==> src/rtl/rc_pkg.sv <==
// Shared constants and types for the RC pulse capture front end and the PWM generator.
// All counts are in 12 MHz clock cycles.
package rc_pkg;

   localparam int unsigned WIDTH        = 19;
   localparam int unsigned MIN_CNT      = 12000;
   localparam int unsigned MAX_CNT      = 24000;
   localparam int unsigned REJECT_LO    = 6000;
   localparam int unsigned REJECT_HI    = 30000;
   localparam int unsigned FAILSAFE_CNT = 18000;
   localparam int unsigned TIMEOUT_CNT  = 300000;

   typedef enum logic [1:0] {
      WAIT_RISE = 2'd0,
      HIGH      = 2'd1,
      STUCK     = 2'd2
   } rc_state_t;

   function automatic int unsigned clamp_cnt(input int unsigned n,
                                             input int unsigned lo,
                                             input int unsigned hi);
      if (n < lo) return lo;
      if (n > hi) return hi;
      return n;
   endfunction

endpackage

==> src/rtl/rc_pulse_capture_if.sv <==
// Pulse input and duty output bundle between the capture block and the PWM generator.
interface rc_pulse_capture_if #(
   parameter int unsigned WIDTH = rc_pkg::WIDTH
) ();

   logic             pwm_in;
   logic [WIDTH-1:0] duty;
   logic             duty_valid;
   logic             signal_lost;

   modport master (
      input  pwm_in,
      output duty,
      output duty_valid,
      output signal_lost
   );

   modport slave (
      output pwm_in,
      input  duty,
      input  duty_valid,
      input  signal_lost
   );

endinterface

==> src/rtl/rc_pulse_capture_sync_edge.sv <==
// 2-FF synchronizer for the asynchronous RC input plus a registered edge detector.
// level, rise and fall are mutually aligned (all one register behind the second sync stage).
module sync_edge (
   input  logic clk,
   input  logic rst_n,
   input  logic din,
   output logic level,
   output logic rise,
   output logic fall
);

   logic       s1;
   logic       s2;
   logic       s3;
   logic [2:0] fill;

   // Edges are suppressed until the chain holds only post-reset samples, so a pulse
   // already high at reset release yields no rise and its tail is never measured.
   always_ff @(posedge clk or negedge rst_n) begin
      if (!rst_n) begin
         s1   <= 1'b0;
         s2   <= 1'b0;
         s3   <= 1'b0;
         fill <= '0;
         rise <= 1'b0;
         fall <= 1'b0;
      end else begin
         s1   <= din;
         s2   <= s1;
         s3   <= s2;
         fill <= {fill[1:0], 1'b1};
         rise <= fill[2] &  s2 & ~s3;
         fall <= fill[2] & ~s2 &  s3;
      end
   end

   assign level = s3;

endmodule

==> src/rtl/rc_pulse_capture.sv <==
// RC pulse width capture: measures high time, rejects glitches/overlong pulses,
// clamps to the servo range and falls back to a failsafe duty on signal loss.
module rc_pulse_capture
   import rc_pkg::*;
#(
   parameter int unsigned WIDTH        = rc_pkg::WIDTH,
   parameter int unsigned MIN_CNT      = rc_pkg::MIN_CNT,
   parameter int unsigned MAX_CNT      = rc_pkg::MAX_CNT,
   parameter int unsigned REJECT_LO    = rc_pkg::REJECT_LO,
   parameter int unsigned REJECT_HI    = rc_pkg::REJECT_HI,
   parameter int unsigned FAILSAFE_CNT = rc_pkg::FAILSAFE_CNT,
   parameter int unsigned TIMEOUT_CNT  = rc_pkg::TIMEOUT_CNT
) (
   input  logic               clk,
   input  logic               rst_n,
   rc_pulse_capture_if.master bus
);

   localparam logic [WIDTH-1:0] LO_W  = WIDTH'(REJECT_LO);
   localparam logic [WIDTH-1:0] HI_W  = WIDTH'(REJECT_HI);
   localparam logic [WIDTH-1:0] SAT_W = WIDTH'(REJECT_HI + 1);
   localparam logic [WIDTH-1:0] TO_W  = WIDTH'(TIMEOUT_CNT);
   localparam logic [WIDTH-1:0] FS_W  = WIDTH'(FAILSAFE_CNT);
   localparam logic [WIDTH-1:0] ONE_W = WIDTH'(1);

   rc_state_t        state;
   logic [WIDTH-1:0] width_cnt;
   logic [WIDTH-1:0] tmr;
   logic [WIDTH-1:0] tmr_nxt;
   logic [WIDTH-1:0] duty_q;
   logic [WIDTH-1:0] duty_clamped;
   logic             valid_q;
   logic             lost_q;
   logic             accept;
   logic             level;
   logic             rise;
   logic             fall;

   sync_edge u_sync (
      .clk   (clk),
      .rst_n (rst_n),
      .din   (bus.pwm_in),
      .level (level),
      .rise  (rise),
      .fall  (fall)
   );

   always_comb begin
      tmr_nxt      = (tmr == TO_W) ? tmr : tmr + ONE_W;
      accept       = (state == HIGH) && fall && (width_cnt >= LO_W) && (width_cnt <= HI_W);
      duty_clamped = WIDTH'(clamp_cnt(32'(width_cnt), MIN_CNT, MAX_CNT));
   end

   // Timeout is evaluated first so that a same-cycle accept overrides it.
   always_ff @(posedge clk or negedge rst_n) begin
      if (!rst_n) begin
         state     <= WAIT_RISE;
         width_cnt <= '0;
         tmr       <= '0;
         duty_q    <= FS_W;
         valid_q   <= 1'b0;
         lost_q    <= 1'b1;
      end else begin
         valid_q <= 1'b0;
         tmr     <= tmr_nxt;

         if ((tmr_nxt == TO_W) && !lost_q) begin
            lost_q  <= 1'b1;
            duty_q  <= FS_W;
            valid_q <= 1'b1;
         end

         case (state)
            WAIT_RISE: begin
               if (rise) begin
                  width_cnt <= ONE_W;
                  state     <= HIGH;
               end
            end
            HIGH: begin
               if (fall) begin
                  state <= WAIT_RISE;
                  if (accept) begin
                     duty_q  <= duty_clamped;
                     valid_q <= 1'b1;
                     lost_q  <= 1'b0;
                     tmr     <= '0;
                  end
               end else if (width_cnt > HI_W) begin
                  state <= STUCK;
               end else if (level && (width_cnt != SAT_W)) begin
                  width_cnt <= width_cnt + ONE_W;
               end
            end
            STUCK: begin
               if (fall) state <= WAIT_RISE;
            end
            default: state <= WAIT_RISE;
         endcase
      end
   end

   assign bus.duty        = duty_q;
   assign bus.duty_valid  = valid_q;
   assign bus.signal_lost = lost_q;

endmodule
==> src/flat_wrapper.sv <==
// flat-port wrapper written by rule: the top's interface ports become plain ports
module rc_pulse_capture_flat import rc_pkg::*;
#(
   parameter int unsigned WIDTH        = rc_pkg::WIDTH,
   parameter int unsigned MIN_CNT      = rc_pkg::MIN_CNT,
   parameter int unsigned MAX_CNT      = rc_pkg::MAX_CNT,
   parameter int unsigned REJECT_LO    = rc_pkg::REJECT_LO,
   parameter int unsigned REJECT_HI    = rc_pkg::REJECT_HI,
   parameter int unsigned FAILSAFE_CNT = rc_pkg::FAILSAFE_CNT,
   parameter int unsigned TIMEOUT_CNT  = rc_pkg::TIMEOUT_CNT
)
  (clk, rst_n, bus_pwm_in, bus_duty, bus_duty_valid, bus_signal_lost);
  rc_pulse_capture_if #(.WIDTH(WIDTH)) bus_i ();
  input  logic clk;
  input  logic rst_n;
  input wire logic [$bits(bus_i.pwm_in)-1:0] bus_pwm_in;
  output wire logic [$bits(bus_i.duty)-1:0] bus_duty;
  output wire logic [$bits(bus_i.duty_valid)-1:0] bus_duty_valid;
  output wire logic [$bits(bus_i.signal_lost)-1:0] bus_signal_lost;
  assign bus_i.pwm_in = bus_pwm_in;
  assign bus_duty = bus_i.duty;
  assign bus_duty_valid = bus_i.duty_valid;
  assign bus_signal_lost = bus_i.signal_lost;
  rc_pulse_capture #(.WIDTH(WIDTH), .MIN_CNT(MIN_CNT), .MAX_CNT(MAX_CNT), .REJECT_LO(REJECT_LO), .REJECT_HI(REJECT_HI), .FAILSAFE_CNT(FAILSAFE_CNT), .TIMEOUT_CNT(TIMEOUT_CNT)) u_core (.clk(clk), .rst_n(rst_n), .bus(bus_i));
endmodule
==> config.mk <==
export PLATFORM = sky130hd
export DESIGN_NAME = rc_pulse_capture_flat
export DESIGN_NICKNAME = d
export VERILOG_FILES = /design/src/rtl/rc_pkg.sv /design/src/rtl/rc_pulse_capture_if.sv /design/src/rtl/rc_pulse_capture_sync_edge.sv /design/src/rtl/rc_pulse_capture.sv /design/src/flat_wrapper.sv
export SDC_FILE = /design/constraint.sdc
export NUM_CORES = 1
export LEC_CHECK = 0
export CELL_PAD_IN_SITES_DETAIL_PLACEMENT = 0
export CELL_PAD_IN_SITES_GLOBAL_PLACEMENT = 1
export CORE_MARGIN = 8
export CORE_UTILIZATION = 46
export CTS_CLUSTER_SIZE = 28
export DETAILED_ROUTE_END_ITERATION = 16
export GPL_TIMING_DRIVEN = 0
export PLACE_DENSITY_LB_ADDON = 0.08
export SYNTH_ARGS = -nofsm -noshare
export SYNTH_HDL_FRONTEND = slang
export SYNTH_HIERARCHICAL = 1
export SYNTH_SLANG_ARGS = --single-unit
==> constraint.sdc <==
create_clock -name clk -period 2.77 [get_ports clk]
set_input_delay 0.831 -clock clk [delete_from_list [all_inputs] [get_ports clk]]
set_output_delay 0.831 -clock clk [all_outputs]
set_load 0.02 [all_outputs]
==> impl_metrics.yaml <==
outcome:
  status: "completed"
worst_setup_path:
  cp_data_required_time_ns: 2.99
  cpMaxStageDelayCell: "or4b_4"
  cp-start-kind: "flip-flop"
  crit_chain: "or3b_4 > nor4b_4 > and4_1 > a31oi_1 > or4b_4 > nor3_4 > buf_4 > o32ai_1"
  critical_path_class: "flip-flop to flip-flop"
  crit_path_end_kind: "flip-flop"
  worstPathArrival_ns: 2.88
  path_max_fanout: 10
  slowest_delay_ns: 0.56
worst_hold_path:
  hp-class: "flip-flop to flip-flop"
pwr:
  p_int_uw: 1690
  p_leak_uw: 0.00175
  powerDensity_nw_per_um2: 537
  p_sw_share_pct: 24.1
  clock_power_share_pct: 44.4
  seqPwrFrac_pct: 47.5
  switchingPower_uw: 538
  comb_power_share_pct: 8.1
  ir_drop_mv: 0.296
route:
  met1Wirelength_um: 4100
  drt_wl_total_um: 7920
  post_drt_wl_per_cell_um: 15.6
  wl_met2_um: 3390
  via_per_inst: 5.47
  first_iter_violations: 241
  highest_layer: "met4"
  postRouteAntennaNets: 0
  first_pass_iters: 4
  drc: 0
  dr_total_vias: 2773
  met3WireLength_um: 334
sta:
  tightest_slew_ns: 0.849
  drv_slew: 0
  timing.final.ws_setup_ns: 0.104
  maxSlewHeadroom_pct: 43.4
  finClkSkew_ns: 0.0105
  setup_violations: 0
  fin_crit_ns: 2.67
  finalSetupTns_ns: 0
  hold_viol: 0
  fin_crit_sh_pct: 96.2
  clock.fmax_mhz: 375
grt:
  grt_max_degree: 70
  grt_usage_pct: 15.6
  grt_pass1_wl_um: 13800
  antenna_found_initial: 0
  grt_pass1_vias: 2701
  gr-total-overflow: 0
yosys:
  yosys_warnings: 6
  synth_top_flop_cell: "dfrtp_1"
  yosys-top-cells-area: "dfrtp_1, dfstp_2, nor2_1"
  yosysSeqAreaShare_pct: 48.9
  synthesis.area_um2: 3540
  synth_fp_nets: 380
  synth.distinct_cells: 56
  synth-edff-count: 0
  yosys.area.top_type_share_pct: 44.5
  synth.avg_cell_area_um2: 9.53
  synthCells: 372
  yosysTopAreaCell: "dfrtp_1"
  synth_seq_cells: 69
  async_flop_share_pct: 100
placement:
  postPlaceCellArea_um2: 3900
  dp_cells: 497
  place_hpwl_um: 5580
  gp_congestion: 0.785
  pre_cts_slack_ns: -0.136
  portBuffers: 23
die:
  io_pins: 24
  start_util_pct: 46.6
  die_width_um: 104
  dieArea_um2: 10800
  fp-row-count: 32
  die_y_um: 104
  core_area_um2: 7610
final_layout:
  fin_nets: 408
  num_antenna_cells: 0
  drive_gt1_share_pct: 12.3
  final_area_um2: 4160
  fin_cells: 507
  final_core_util_pct: 54.7
  area_delta_synth_final_pct: 17.4
clocking:
  htreeDepth: 3
  numCtsBuffers: 9
  tritoncts: "done"
  cts.sinks: 69
  hold_buffers: 0
  clkTransAtPathRegs_ns: 0.07
  ctsLongestPathBuffers: 2
  clk_latency_ns: 0.35
  clockRootBuffer: "clkbuf_8"
run:
  maxCapViolations: 0
layout make-up:
cell class | count | area [um^2]
Inverter | 10 | 37.5
Clock inverter | 6 | 111
Clock buffer | 10 | 128
Fill cell | 699 | 3450
Sequential cell | 69 | 1740
Buffer | 15 | 77.6
Timing Repair Buffer | 24 | 235
Tap cell | 102 | 128
Multi-Input combinational cell | 271 | 1710
worst paths after layout:
kind | from | end | slack (ns) | cells after the start
worst max register to register | u_core/tmr[3] | u_core/bus.duty[12] | 0.10 | 8
max in group asynchronous | rst_n | u_core/tmr[7] | 1.57 | 1
min in group asynchronous | rst_n | u_core/bus.duty[2] | 0.59 | 1
worst max-delay path | u_core/tmr[3] | u_core/bus.duty[12] | 0.10 | 8
worst min-delay path | u_core/u_sync/fill[1] | u_core/u_sync/fill[2] | 0.35 | 0
worst min register to register | u_core/u_sync/fill[1] | u_core/u_sync/fill[2] | 0.35 | 0
power by group through the flow:
stage                     clock network (uW)  registers, uW  logic [uW]
after floorplan                            0           1070         110
after global placement                     0           1080         174
after detailed placement                   0           1080         174
after CTS                               1020           1060         176
after global routing                    1050           1070         210
final                                    991           1060         182
cell families (layout without fill, tap and decap cells):
family	Yosys count	in the layout	share of synthesized area [%]
simple gates	169	169	26.5
compound gates	73	73	13.2
flops	69	69	48.9
buf+inv	32	65	3.78
xor+xnor	22	22	5.44
fa+ha+maj	5	5	1.76
other cells	1	1	0.106
mux	1	1	0.318
critical path, delay by kind of cell, from the launching register on:
family                 cells  cell delay (ns)
AOI/OAI and AO/OA          2             0.15
buffers and inverters      1             0.20
DFF                        1             0.45
and+or+nand+nor            5             1.73
placed cells by master (no fill, tap or decap), types with 10 or more instances in the layout:
cell,count
clkdlybuf4s50_1,22
inv_1,10
and2_1,13
a21oi_1,15
and3_1,11
xnor2_1,13
nand2_1,33
o21ai_0,18
nor2_1,39
dfrtp_1,60
nand3_1,10
through the flow:
stage	hold WS [ns]	power (uW)
5_1_grt	0.359	2330
3_5_place_dp	0.339	1250
3_3_place_gp	0.334	1250
4_1_cts	0.357	2250
2_1_floorplan	0.331	1180
6_report	0.352	2230
synth_stat cells, types with 2 or more instances:
library cell  count
or4_1             7
and3_1           11
dfstp_2           6
inv_1            10
and4_1            7
nand3_1          10
o2bb2ai_1         2
o211ai_1          6
clkbuf_2          2
buf_1             2
nor4bb_1          2
o31a_1            4
o21a_1            2
clkbuf_1         16
ha_1              5
nor2b_1           6
or2_1             2
dfrtp_1          63
nor2_1           39
a31oi_1           9
o21ai_0          19
and2_1           13
or3_1             6
nand2b_1          2
o32a_2            2
xnor2_1          13
or2_2             3
nand4_1           9
nor3_1            9
xor2_1            9
and3b_1           2
nand2_1          33
a21oi_1          15
o22ai_1           4
sequential cells by signal, indices dropped and copies added, names as in the netlist:
name                    cells
u_core/bus.signal_lost      1
u_core/width_cnt           19
u_core/u_sync/fill          3
u_core/u_sync/level         1
u_core/bus.duty_valid       1
u_core/u_sync/s1            1
u_core/u_sync/rise          1
u_core/tmr                 19
u_core/state                2
u_core/u_sync/fall          1
u_core/bus.duty            19
u_core/u_sync/s2            1
metal layers:
layer / GRT usage (%) / vias up
li1: - / 1384
met1: 22.8 / 1318
met2: 21.6 / 63
met3: 3.22 / 8
met4: 6.83 / 0
met5: 0 / -
timing repair:
action | 4_1_cts | 5_1_grt
pin swaps | 0 | 1
gates resized for setup | 3 | 16
setup buffers | 0 | 1
endpoints found under the hold margin | 0 | 0
endpoints found under the setup margin | 26 | 38
Power figures use the tool's default switching activity.
